File: src/rtl/fetch_stage_if.sv
// fetch_stage_if: instruction-memory request/response bus between the fetch stage and imem.
interface fetch_stage_if #(
    parameter int DATA_WIDTH = 32
);
    logic                  imem_req;
    logic [DATA_WIDTH-1:0] imem_addr;
    logic [DATA_WIDTH-1:0] imem_rdata;
    logic                  imem_ready;

    modport master (output imem_req, imem_addr, input imem_rdata, imem_ready);
    modport slave (input imem_req, imem_addr, output imem_rdata, imem_ready);
endinterface

File: src/rtl/fetch_stage.sv
// fetch_stage: PC sequencing, IF/ID register and a one-entry skid buffer that
// absorbs the word returned in the cycle decode stalls.
module fetch_stage #(
    parameter int                    DATA_WIDTH = 32,
    parameter logic [DATA_WIDTH-1:0] RESET_PC   = 32'h0000_0000,
    parameter logic [DATA_WIDTH-1:0] NOP_INSTR  = 32'h0000_0013
) (
    input  logic                  clk,
    input  logic                  rst,
    input  logic                  trigger,
    fetch_stage_if.master         imem,
    input  logic                  stall_d,
    input  logic                  redirect,
    input  logic [DATA_WIDTH-1:0] redirect_pc,
    output logic [DATA_WIDTH-1:0] instr_d,
    output logic [DATA_WIDTH-1:0] pc_d,
    output logic [DATA_WIDTH-1:0] pc_plus4_d,
    output logic                  valid_d,
    output logic                  misalign_err
);
    typedef enum logic [1:0] {IDLE, RUN, HOLD} state_t;

    state_t                state, state_nxt;
    logic [DATA_WIDTH-1:0] pc_f, skid_instr, skid_pc;
    logic                  flush, ready;

    assign imem.imem_req  = state == RUN;
    assign imem.imem_addr = pc_f;
    assign ready          = imem.imem_ready;
    assign flush          = redirect && state != IDLE;

    always_ff @(posedge clk)
        state <= rst ? IDLE : state_nxt;

    // Redirect in IDLE only reloads the PC, so it also suppresses a same-cycle trigger.
    always_comb begin
        state_nxt = state;
        if (flush)
            state_nxt = RUN;
        else if (state == IDLE)
            state_nxt = (trigger && !redirect) ? RUN : IDLE;
        else if (state == RUN)
            state_nxt = (stall_d && ready) ? HOLD : RUN;
        else
            state_nxt = stall_d ? HOLD : RUN;
    end

    always_ff @(posedge clk) begin
        if (rst) begin
            pc_f         <= RESET_PC;
            instr_d      <= NOP_INSTR;
            pc_d         <= '0;
            pc_plus4_d   <= '0;
            valid_d      <= 1'b0;
            skid_instr   <= '0;
            skid_pc      <= '0;
            misalign_err <= 1'b0;
        end else begin
            if (redirect) begin
                pc_f <= {redirect_pc[DATA_WIDTH-1:2], 2'b00};
                if (|redirect_pc[1:0])
                    misalign_err <= 1'b1;
            end
            if (flush) begin
                valid_d <= 1'b0;
                instr_d <= NOP_INSTR;
            end else if (state == HOLD && !stall_d) begin
                instr_d    <= skid_instr;
                pc_d       <= skid_pc;
                pc_plus4_d <= skid_pc + DATA_WIDTH'(4);
                valid_d    <= 1'b1;
            end else if (state == RUN) begin
                if (!stall_d) begin
                    valid_d <= ready;
                    instr_d <= ready ? imem.imem_rdata : NOP_INSTR;
                    if (ready) begin
                        pc_d       <= pc_f;
                        pc_plus4_d <= pc_f + DATA_WIDTH'(4);
                    end
                end else if (ready) begin
                    skid_instr <= imem.imem_rdata;
                    skid_pc    <= pc_f;
                end
                if (ready)
                    pc_f <= pc_f + DATA_WIDTH'(4);
            end
        end
    end
endmodule

File: src/flat_wrapper.sv
// flat-port wrapper written by rule: the top's interface ports become plain ports
module fetch_stage_flat 
#(
    parameter int                    DATA_WIDTH = 32,
    parameter logic [DATA_WIDTH-1:0] RESET_PC   = 32'h0000_0000,
    parameter logic [DATA_WIDTH-1:0] NOP_INSTR  = 32'h0000_0013
)
  (clk, rst, trigger, stall_d, redirect, redirect_pc, instr_d, pc_d, pc_plus4_d, valid_d, misalign_err, imem_imem_req, imem_imem_addr, imem_imem_rdata, imem_imem_ready);
  fetch_stage_if #(.DATA_WIDTH(DATA_WIDTH)) imem_i ();
  input  logic clk;
  input  logic rst;
  input  logic trigger;
  input  logic stall_d;
  input  logic redirect;
  input  logic [DATA_WIDTH-1:0] redirect_pc;
  output logic [DATA_WIDTH-1:0] instr_d;
  output logic [DATA_WIDTH-1:0] pc_d;
  output logic [DATA_WIDTH-1:0] pc_plus4_d;
  output logic valid_d;
  output logic misalign_err;
  output wire logic [$bits(imem_i.imem_req)-1:0] imem_imem_req;
  output wire logic [$bits(imem_i.imem_addr)-1:0] imem_imem_addr;
  input wire logic [$bits(imem_i.imem_rdata)-1:0] imem_imem_rdata;
  input wire logic [$bits(imem_i.imem_ready)-1:0] imem_imem_ready;
  assign imem_imem_req = imem_i.imem_req;
  assign imem_imem_addr = imem_i.imem_addr;
  assign imem_i.imem_rdata = imem_imem_rdata;
  assign imem_i.imem_ready = imem_imem_ready;
  fetch_stage #(.DATA_WIDTH(DATA_WIDTH), .RESET_PC(RESET_PC), .NOP_INSTR(NOP_INSTR)) u_core (.clk(clk), .rst(rst), .trigger(trigger), .imem(imem_i), .stall_d(stall_d), .redirect(redirect), .redirect_pc(redirect_pc), .instr_d(instr_d), .pc_d(pc_d), .pc_plus4_d(pc_plus4_d), .valid_d(valid_d), .misalign_err(misalign_err));
endmodule
File: config.mk
export PLATFORM = sky130hd
export DESIGN_NAME = fetch_stage_flat
export DESIGN_NICKNAME = d
export VERILOG_FILES = /design/src/rtl/fetch_stage_if.sv /design/src/rtl/fetch_stage.sv /design/src/flat_wrapper.sv
export SDC_FILE = /design/constraint.sdc
export NUM_CORES = 1
export LEC_CHECK = 0
export CORE_UTILIZATION = 51
export CTS_CLUSTER_SIZE = 12
export DETAILED_ROUTE_END_ITERATION = 6
export PLACE_DENSITY = 0.84
export SETUP_SLACK_MARGIN = 0.5
export SYNTH_ARGS = -nofsm -noshare
export SYNTH_HDL_FRONTEND = slang
export SYNTH_SLANG_ARGS = --single-unit
File: constraint.sdc
create_clock -name clk -period 2.7 [get_ports clk]
set_input_delay 0.54 -clock clk [delete_from_list [all_inputs] [get_ports clk]]
set_output_delay 0.54 -clock clk [all_outputs]
set_load 0.02 [all_outputs]
* Word level (Yosys, flattened, before mapping)
Cells that the tools add are included.
Word-level totals: word-level logic and storage cells 59, bits in registers 196
Operators by class: $add $sub $neg 2, reductions and logical operators 16, eq/ne operators 3, mux-type cells 26, bitwise gates (word level) 2
Operator list (count):
- $mux W32 | 17
- $add A32 B3 Y32 const B | 2
- $mux W2 | 4
- $reduce_bool A2 Y1 | 3
- $mux W1 | 5
- $reduce_and A5 Y1 | 1
- $logic_and A1 B1 Y1 | 4
- $reduce_and A2 Y1 | 2
- $reduce_and A4 Y1 | 1
- $reduce_or A2 Y1 | 2
- $eq A2 B1 Y1 const B | 1
- $eq A2 B2 Y1 const B | 1
- $logic_not A1 Y1 | 2
- $logic_not A2 Y1 | 1
- $ne A2 B1 Y1 const B | 1
- $not A1 Y1 | 2

* Depth between registers and ports, before layout
depth in word-level cells 5, depth in mapped cells 9

* Worst setup path after synthesis
OpenSTA, ideal clock, no wires.
kind register -> register, start register u_core.pc_f[12] (netlist: u_core.imem.imem_addr[12]), end register u_core.pc_f[31] (netlist: u_core.imem.imem_addr[31]), data required time 2.608 ns, clock period less this slack 2.109 ns, arrival time 2.017 ns, path slack 0.591 ns, cell stages (with the launch flop) 8, path through dfxtp_1 > buf_2 > nand4_2 > or4_4 > nor2_4 > nand4_1 > xor2_1 > o32ai_1
Between the ends: longest elaborated chain between the ends 5
RTL lines:
- start, declared | line fetch_stage.sv:24 | logic [DATA_WIDTH-1:0] pc_f, skid_instr, skid_pc;
- start signal, assigned | line fetch_stage.sv:60 | pc_f <= {redirect_pc[DATA_WIDTH-1:2], 2'b00};
- start signal, assigned | line fetch_stage.sv:85 | pc_f <= pc_f + DATA_WIDTH'(4);
- $add A32 B3 Y32 | line fetch_stage.sv:85
- $mux W32 | line fetch_stage.sv:84 | if (ready)
- $mux W32 | line fetch_stage.sv:72 | end else if (state == RUN) begin
- $mux W32 | line fetch_stage.sv:67 | end else if (state == HOLD && !stall_d) begin
- $mux W32 | line fetch_stage.sv:64 | if (flush) begin
Every way passes these cells. A chain may end at the register's enable or synchronous reset.

* Final worst setup path
start register u_core.pc_f[10] (netlist: u_core.imem.imem_addr[10]), end register u_core.pc_plus4_d[17]
Between the ends: longest elaborated chain between the ends 5
RTL lines:
- $add A32 B3 Y32 | line fetch_stage.sv:78 | pc_plus4_d <= pc_f + DATA_WIDTH'(4);
- $mux W32 | line fetch_stage.sv:76 | if (ready) begin
- $mux W32 | line fetch_stage.sv:73 | if (!stall_d) begin
- $mux W32 | line fetch_stage.sv:72
- $mux W32 | line fetch_stage.sv:67
- end signal, assigned | line fetch_stage.sv:70 | pc_plus4_d <= skid_pc + DATA_WIDTH'(4);
- end signal, assigned | line fetch_stage.sv:78
- end, declared | line fetch_stage.sv:17 | output logic [DATA_WIDTH-1:0] pc_plus4_d,
Every way passes these cells. The select of a mux whose other input is x is not followed.

==> metrics.yaml <==
outcome:
  outcome: "complete, no violations"
routing:
  dr.pass1.iters: 5
  drt-wirelength-per-cell_um: 18.1
  drtIter0Drc: 1096
  via_per_inst: 5.90
  drcViolationCount: 0
  ant_nets: 0
  via_count: 9391
  drt-total-wl_mm: 28.8
hold_path:
  min_path_type: "input pin to flop"
critical_path:
  critPathLaunchType: "flop"
  worstPathRequired_ns: 3.03
  worstPathArrival_ns: 2.54
  cp_max_fo: 19
  setup.worst_path.end_class: "flop"
  rrSetupSlack_ns: 0.49
  crit_type: "flop to flop"
final_layout:
  drive_above_1_share_pct: 9.58
  nets: 1426
  insertedDiodeCount: 0
  area_growth_pct: 33.8
  fillerInstances: 1354
  final_common_cell: "nand2_1"
  layout_common_cells: "nand2_1 (312), clkdlybuf4s50_1 (193), dfxtp_1 (186), nor2_1 (107), a21oi_1 (96)"
floorplan:
  pin_count: 201
  start_util_pct: 52.7
  die_area_mm2: 0.0185
  die_w_um: 136
  die_h_um: 136
  core.rowCount: 48
  core-area_mm2: 0.0174
synthesis:
  syn_inst: 1182
  synth_edf_count: 0
  synth_warnings: 0
  async_flop_share_pct: 0
  synth-seq-cells: 194
  yosysSeqAreaShare_pct: 42.3
  syn-num-nets: 1254
  synth_ff_type: "dfxtp_1"
  netlist_area_mm2: 0.00917
  syn_area_per_cell_um2: 7.76
  synth_cell_types: 60
global_routing:
  grt_pass1_vias: 8552
  antenna_found_initial: 0
  grt_pass1_wl_mm: 44.1
  grt_max_degree: 82
  grt_overflow_total: 0
  grt_usage_pct: 30.3
power:
  powerDensity_mw_per_mm2: 528
  power.leakage_uw: 0.00430
  ir_worst_vdd_v: 0.000477
  p_total_uw: 6490
timing:
  slew_headroom_pct: 68.1
  period_needed_ns: 2.21
  finalHoldViolCount: 0
  worstMarginPinSlew_ns: 0.477
  finalMaxSlewViolations: 0
  clock_skew_ns: 0.00780
  rsz0062_at_grt: "false"
  setup_violations: 0
  fin_crit_sh_pct: 81.8
  tns_ns: 0
  fmax_ghz: 0.453
clocking:
  cts.hold.buffers_added: 0
  clk_latency_ns: 0.44
  cts_max_level: 4
  root_buffer: "clkbuf_16"
  cts_tree: "done"
  clk_pin_slew_ns: 0.08
  clkSinkCount: 194
  clock_path_buffers: 2
  cts_buffers: 17
job:
  drv_cap: 0
placed_design:
  gp_congestion: 0.897
  portBuffers: 200
  place_hpwl_mm: 18.8
==> power breakdown <==
group	switching (µW)	internal, µW	total (µW)	leakage, µW
Sequential	76.4	2950	3020	0.00158
Clock	1220	1420	2640	0.000304
Combinational	446	378	824	0.00242
Total	1750	4740	6490	0.00430
==> final cells by class <==
| class | count | area (µm²) | share of cell area (%) |
|---|---|---|---|
| Clock buffer | 17 | 425 | 3.47 |
| Clock inverter | 15 | 189 | 1.54 |
| Inverter | 7 | 26.3 | 0.214 |
| Multi-Input combinational cell | 874 | 4850 | 39.5 |
| Sequential cell | 194 | 3890 | 31.7 |
| Tap cell | 225 | 282 | 2.29 |
| Timing Repair Buffer | 260 | 2610 | 21.3 |
==> path summary, 6_finish.rpt <==
| check | end | startpoint | depth (start not counted) |
|---|---|---|---|
| min | u_core.misalign_err$_SDFFE_PP0P_ | rst | 2 |
| max reg2reg | u_core.pc_plus4_d[17]$_SDFFE_PP0P_ | u_core.imem.imem_addr[10]$_SDFF_PP0_ | 5 |
| min reg2reg | u_core.misalign_err$_SDFFE_PP0P_ | u_core.misalign_err$_SDFFE_PP0P_ | 2 |
| max | u_core.pc_plus4_d[17]$_SDFFE_PP0P_ | u_core.imem.imem_addr[10]$_SDFF_PP0_ | 5 |
==> routing by layer <==
layer | vias up | global-route usage, % | share of wire (%) | wire [µm]
met5 | - | 0 | 0 | 0
met1 | 4361 | 39.6 | 40 | 11600
li1 | 4429 | - | - | -
met3 | 79 | 5.74 | 10 | 2930
met4 | 0 | 12.9 | 2.8 | 801
met2 | 522 | 48.7 | 47 | 13400
==> flip-flops by register name (all words and copies together) (netlist names), 2 cells and up <==
name	flops
u_core.state	2
u_core.skid_pc	32
u_core.imem.imem_addr	32
u_core.skid_instr	32
u_core.pc_d	30
u_core.pc_plus4_d	32
u_core.instr_d	32
==> kinds of logic after synthesis <==
| family | count (synthesis) | share of synthesized area, % |
|---|---|---|
| adders and majority gates | 2 | 0.273 |
| AOI/OAI and AO/OA | 218 | 16.0 |
| muxes | 10 | 1.09 |
| xor gates and xnor gates | 75 | 7.16 |
| buffers and inverters | 114 | 5.55 |
| DFF | 194 | 42.3 |
| and+or+nand+nor | 569 | 27.5 |
==> critical path, stage by stage (launching register included) <==
cell	delay, ns
dfxtp_1	0.49
nand4_1	0.24
or3_4	0.52
o21ai_0	0.38
nand3_1	0.18
a32o_1	0.29
==> synth_stat cells, types with 3 or more instances <==
master / n / share of area [%]
clkbuf_1: 71 / 2.9
nand2b_1: 4 / 0.27
a21o_1: 5 / 0.41
dfxtp_1: 194 / 42
o221ai_1: 5 / 0.48
a21oi_1: 97 / 5.3
inv_1: 6 / 0.25
xor2_1: 40 / 3.8
o211ai_1: 7 / 0.57
mux2i_1: 10 / 1.1
a32o_1: 5 / 0.55
nor3b_1: 8 / 0.65
a211oi_1: 5 / 0.41
nor2_1: 110 / 4.5
nor3_2: 3 / 0.33
buf_4: 3 / 0.25
or3_1: 6 / 0.41
nor4_1: 7 / 0.48
and4_1: 6 / 0.57
nand2_1: 312 / 13
nor3_1: 12 / 0.65
xnor2_1: 35 / 3.3
and3_1: 8 / 0.55
clkbuf_8: 3 / 0.45
buf_2: 13 / 0.71
o21ai_0: 18 / 0.98
a311oi_1: 62 / 5.9
nand3_1: 57 / 3.1
nand4_1: 18 / 1.2
o311ai_0: 3 / 0.29
buf_1: 12 / 0.49
==> what timing repair did <==
item	in CTS	in global routing
gates resized for setup	11	13
setup buffers	0	2
setup endpoints to repair	23	21
pin swaps	0	3
cloned	0	1
==> per-stage QoR <==
step           area, µm²  std cells  util [%]  hold WS (ns)  setup WS (ns)
5_1_grt            12300       1592      70.5         0.384          0.491
6_report           12300       1592      70.5         0.390          0.491
3_3_place_gp       11600       1557      66.5         0.435          0.297
4_1_cts            12200       1589      70.1         0.381          0.499
2_1_floorplan       9170       1182         -         0.437          0.591
3_5_place_dp       11600       1557      66.5         0.447          0.210
No activity file was read; power rests on OpenSTA's default activity.
